File: config.mk
export PLATFORM = sky130hd
export DESIGN_NAME = ram_arbiter
export DESIGN_NICKNAME = d
export VERILOG_FILES = /design/src/rtl/ram_arbiter.sv
export SDC_FILE = /design/constraint.sdc
export NUM_CORES = 1
export LEC_CHECK = 0
export ABC_AREA = 0
export BUFFER_PORTS_ARGS = -buffer_cell sky130_fd_sc_hd__buf_4
export CAP_MARGIN = 20
export CORE_ASPECT_RATIO = 0.9
export CORE_UTILIZATION = 45
export DETAILED_ROUTE_END_ITERATION = 12
export GPL_ROUTABILITY_DRIVEN = 0
export PLACE_DENSITY = 0.77
export SLEW_MARGIN = 25
export SYNTH_ARGS = -nofsm -noshare
export SYNTH_HDL_FRONTEND = slang
export SYNTH_SLANG_ARGS = --single-unit
export TNS_END_PERCENT = 10
File: constraint.sdc
create_clock -name clk -period 1.53 [get_ports clk]
set_input_delay 0.153 -clock clk [delete_from_list [all_inputs] [get_ports clk]]
set_output_delay 0.153 -clock clk [all_outputs]
set_load 0.05 [all_outputs]
File: src/rtl/ram_arbiter.sv
// ram_arbiter: two-requester single-port RAM arbiter/sequencer (round-robin or fixed priority with starvation guard)
// Ports: clk, reset (async, active-low); requester N: reqN/rwN/addrN/wdataN in, doneN/rdataN out;
// RAM side: ram_en/ram_rw/ram_addr/ram_wdata out, ram_rdata in (combinational); busy is high during ACCESS.
module ram_arbiter #(
  parameter int AW = 16,
  parameter int DW = 16,
  parameter int PRIO_FIXED = 0,
  parameter int STARVE_MAX = 4
) (
  input  logic          clk,
  input  logic          reset,
  input  logic          req0,
  input  logic          req1,
  input  logic          rw0,
  input  logic          rw1,
  input  logic [AW-1:0] addr0,
  input  logic [AW-1:0] addr1,
  input  logic [DW-1:0] wdata0,
  input  logic [DW-1:0] wdata1,
  output logic          done0,
  output logic          done1,
  output logic [DW-1:0] rdata0,
  output logic [DW-1:0] rdata1,
  output logic          ram_en,
  output logic          ram_rw,
  output logic [AW-1:0] ram_addr,
  output logic [DW-1:0] ram_wdata,
  input  logic [DW-1:0] ram_rdata,
  output logic          busy
);
  localparam logic [3:0] SMAX = 4'(STARVE_MAX);
  typedef enum logic {IDLE, ACCESS} state_t;
  state_t state;
  logic owner, last, cmd_rw, e0, e1, win1;
  logic [3:0] starve;
  logic [AW-1:0] cmd_addr;
  logic [DW-1:0] cmd_wdata;
  // a requester is ignored in the cycle its done pulses
  always_comb begin
    e0 = req0 & ~done0;
    e1 = req1 & ~done1;
    win1 = e1 & (~e0 | ((PRIO_FIXED != 0) ? (starve == SMAX) : ~last));
  end
  always_ff @(posedge clk or negedge reset)
    if (!reset) begin
      state <= IDLE;
      owner <= 1'b0;
      last <= 1'b1;
      starve <= '0;
      cmd_rw <= 1'b0;
      cmd_addr <= '0;
      cmd_wdata <= '0;
      done0 <= 1'b0;
      done1 <= 1'b0;
      rdata0 <= '0;
      rdata1 <= '0;
    end else begin
      done0 <= 1'b0;
      done1 <= 1'b0;
      if (state == IDLE) begin
        if (e0 | e1) begin
          state <= ACCESS;
          owner <= win1;
          last <= win1;
          cmd_rw <= win1 ? rw1 : rw0;
          cmd_addr <= win1 ? addr1 : addr0;
          cmd_wdata <= win1 ? wdata1 : wdata0;
          // counts consecutive lost arbitrations of requester 1, saturating
          starve <= (e1 & ~win1) ? ((starve == SMAX) ? starve : starve + 4'd1) : 4'd0;
        end
      end else begin
        state <= IDLE;
        done0 <= ~owner;
        done1 <= owner;
        if (!cmd_rw && !owner) rdata0 <= ram_rdata;
        if (!cmd_rw && owner) rdata1 <= ram_rdata;
      end
    end
  always_comb begin
    ram_en = (state == ACCESS);
    busy = (state == ACCESS);
    ram_rw = cmd_rw;
    ram_addr = cmd_addr;
    ram_wdata = cmd_wdata;
  end
endmodule

==> out/metrics.yaml <==
status: "finished, final reports clean"
layout_common_cells: "170 x buf_4, 67 x dfrtp_1, 34 x and3b_1"
path_cells: "nand2b_2, buf_4, a221oi_1, a2bb2oi_1"
synth_warnings: 0
worst_setup_path_start_kind: "register"
setup_violations: 0
cts_htree_levels: 3
fin_hold_ws_ps: 39.31
vdd_drop_max_v: 0.001525
post-route-period-util: 0.9246
synth_area_leader_cell: "dfrtp_1"
cts_made_buffers: 9
crit_arrival_ps: 1640
avgSynthCellArea_um2: 12.49
synth.distinct_cells: 21
synth-seq-cells: 70
routedWlPerCell_um: 17.90
switching_share: 0.4753
clock-sinks: 70
cp_slowest_cell: "dfrtp_2"
die-area_um2: 8188
multi_input_area_um2: 1543
num_rows: 30
firstDrtPassIters: 4
seq_area_frac_synth: 0.4975
slew-limit-headroom: 0.6843
critPathKind: "reg -> reg"
endpoint_kind: "register"
dp_hpwl_um: 6690
die_h_um: 85.95
final.min_clock_period_ps: 1415
rsz0062_at_grt: "no"
die_w_um: 95.27
drc: 0
final_common_cell: "buf_4"
slew_viol_final: 0
hold_path_class: "in -> reg"
vias_per_cell: 5.760
io_buffers: 154
netlist_top_cells_area: "dfrtp_1 49%, and3b_1 8.5%, a221oi_1 8.2%"
r2r_slack_ps: 120
finalNetCount: 519
critPathMaxStageDelay_ps: 410
grt_remaining_overflow: 0
switching_power_mw: 6.539
drive_above_1_share: 0.5251
cp_num_cells: 4
grt_pass1_wl_um: 15200
seq_area_um2: 1755
start_util: 0.4670
drt_first_iter_violations: 158
grt_pass1_vias: 3099
cts_tree: "done"
utilization: 0.6706
power.density_nw_per_um2: 2719
critPathRequiredTime_ps: 1750
power_frac_comb: 0.606
core-area_um2: 7545
fmax_mhz: 706.9
fillers: 598
cts_root_buf: "clkbuf_8"
tightest_slew_ps: 473.6
num_antenna_cells: 0
cap_violations: 0
hold_viol: 0
clockPowerShare: 0.145
crit_start: "done1"
io_pins: 155
clockBufferDepth: 2
seq_power_share: 0.249
syn-cell-area_um2: 3523
finalClockSkew_ps: 4.972
area_delta_synth_final_pct: 43.61
synth_top_area_share: 0.4901
vias: 3076
crit_end: "ram_wdata[3]"
p_leak_nw: 2.413
antenna_left: 0
insertion_delay_ps: 350
synth_cells: 282
grt_usage: 0.2442
r2r_end: "ram_wdata[3]"
clk_pin_slew_ps: 80
antenna_found_initial: 0
timing.rr.start: "done1"
grt_max_degree: 45
path_buf_inv: 1
path_delay_family: "compound AO/OA/AOI/OAI gates"
routed_wl_um: 9558
hold_path_depth: 2
r2r_cells: 4
synthesis.nets: 368
internal-power_mw: 7.219
path_max_fanout: 44
-- synth_stat cells, drive strengths merged --
| cell type | instances |
|---|---|
| dfrtp | 69 |
| and3b | 34 |
| a221oi | 33 |
| a2bb2oi | 33 |
| o21ai | 33 |
| mux2 | 32 |
| clkbuf | 21 |
| buf | 14 |
| nand2b | 4 |
| nor2b | 2 |
| o2bb2ai | 2 |
| a21o | 1 |
| and2 | 1 |
| clkinv | 1 |
| dfstp | 1 |
| nand3b | 1 |
-- through the flow --
step                instance area [µm²]  power, mW  TNS, ps  std cells  worst slack, ps
floorplan                          3526      9.383    -3210        282           -102.8
global placement                   4773      11.63        0        517            154.6
detailed placement                 4773      11.80        0        517            111.2
CTS                                5054      13.82        0        534            118.0
global route                       5060      14.38        0        534            21.11
finish                             5060      13.76        0        534            115.4
-- cells by family (layout without fill, tap and decap cells) --
kind of cell           count (synthesis)  count (layout)  synth area share
flip-flops                            70              70            0.4975
AO/OA/AOI/OAI                        102             102            0.2180
AND/OR/NAND/NOR                       42              42            0.1033
buffers and inverters                 36             192           0.06711
multiplexers                          32              32            0.1140
-- layout make-up --
| type | instances | area share |
|---|---|---|
| repair buffers | 175 | 0.2700 |
| inverters | 1 | 0.0009891 |
| well taps | 96 | 0.02374 |
| flip-flops and latches | 70 | 0.3469 |
| clock inverters | 7 | 0.02893 |
| multi-input cells | 176 | 0.3049 |
| clock buffers | 9 | 0.02448 |
-- flip-flops by register name (all words and copies together), names as in the netlist, 16 cells and up --
signal,count
ram_addr,16
ram_wdata,16
rdata0,16
rdata1,16
-- power by group through the flow --
stage | sequential (mW) | clock, mW | combinational, mW
global route | 3.54 | 2.11 | 8.73
floorplan | 6.55 | 0 | 2.83
finish | 3.42 | 2.00 | 8.34
detailed placement | 3.42 | 0 | 8.38
CTS | 3.42 | 2.03 | 8.37
global placement | 3.40 | 0 | 8.22
-- layer usage --
layer  vias to the layer above  track usage  share of wire
met5                         -            0              0
met4                         0      0.08402          0.022
met3                        18      0.07713          0.070
met2                       129       0.3896           0.49
met1                      1529       0.3122           0.42
li1                       1400            -              -
-- worst min-delay path by stage --
stage,start,endpoint,slack [ps]
floorplan,reset,busy,-140
global placement,reset,ram_addr[1],140
detailed placement,reset,ram_addr[1],140
CTS,ram_rdata[0],rdata1[0],20
global route,ram_rdata[0],rdata1[0],20
finish,ram_rdata[0],rdata1[0],40
-- timing repair --
action | CTS | global route
hold buffers | 1 | 0
setup endpoints to repair | 0 | 1
buffers inserted | 0 | 0
resized for setup | 0 | 1
hold endpoints to repair | 33 | 0
No activity file was read; power rests on OpenSTA's default activity.
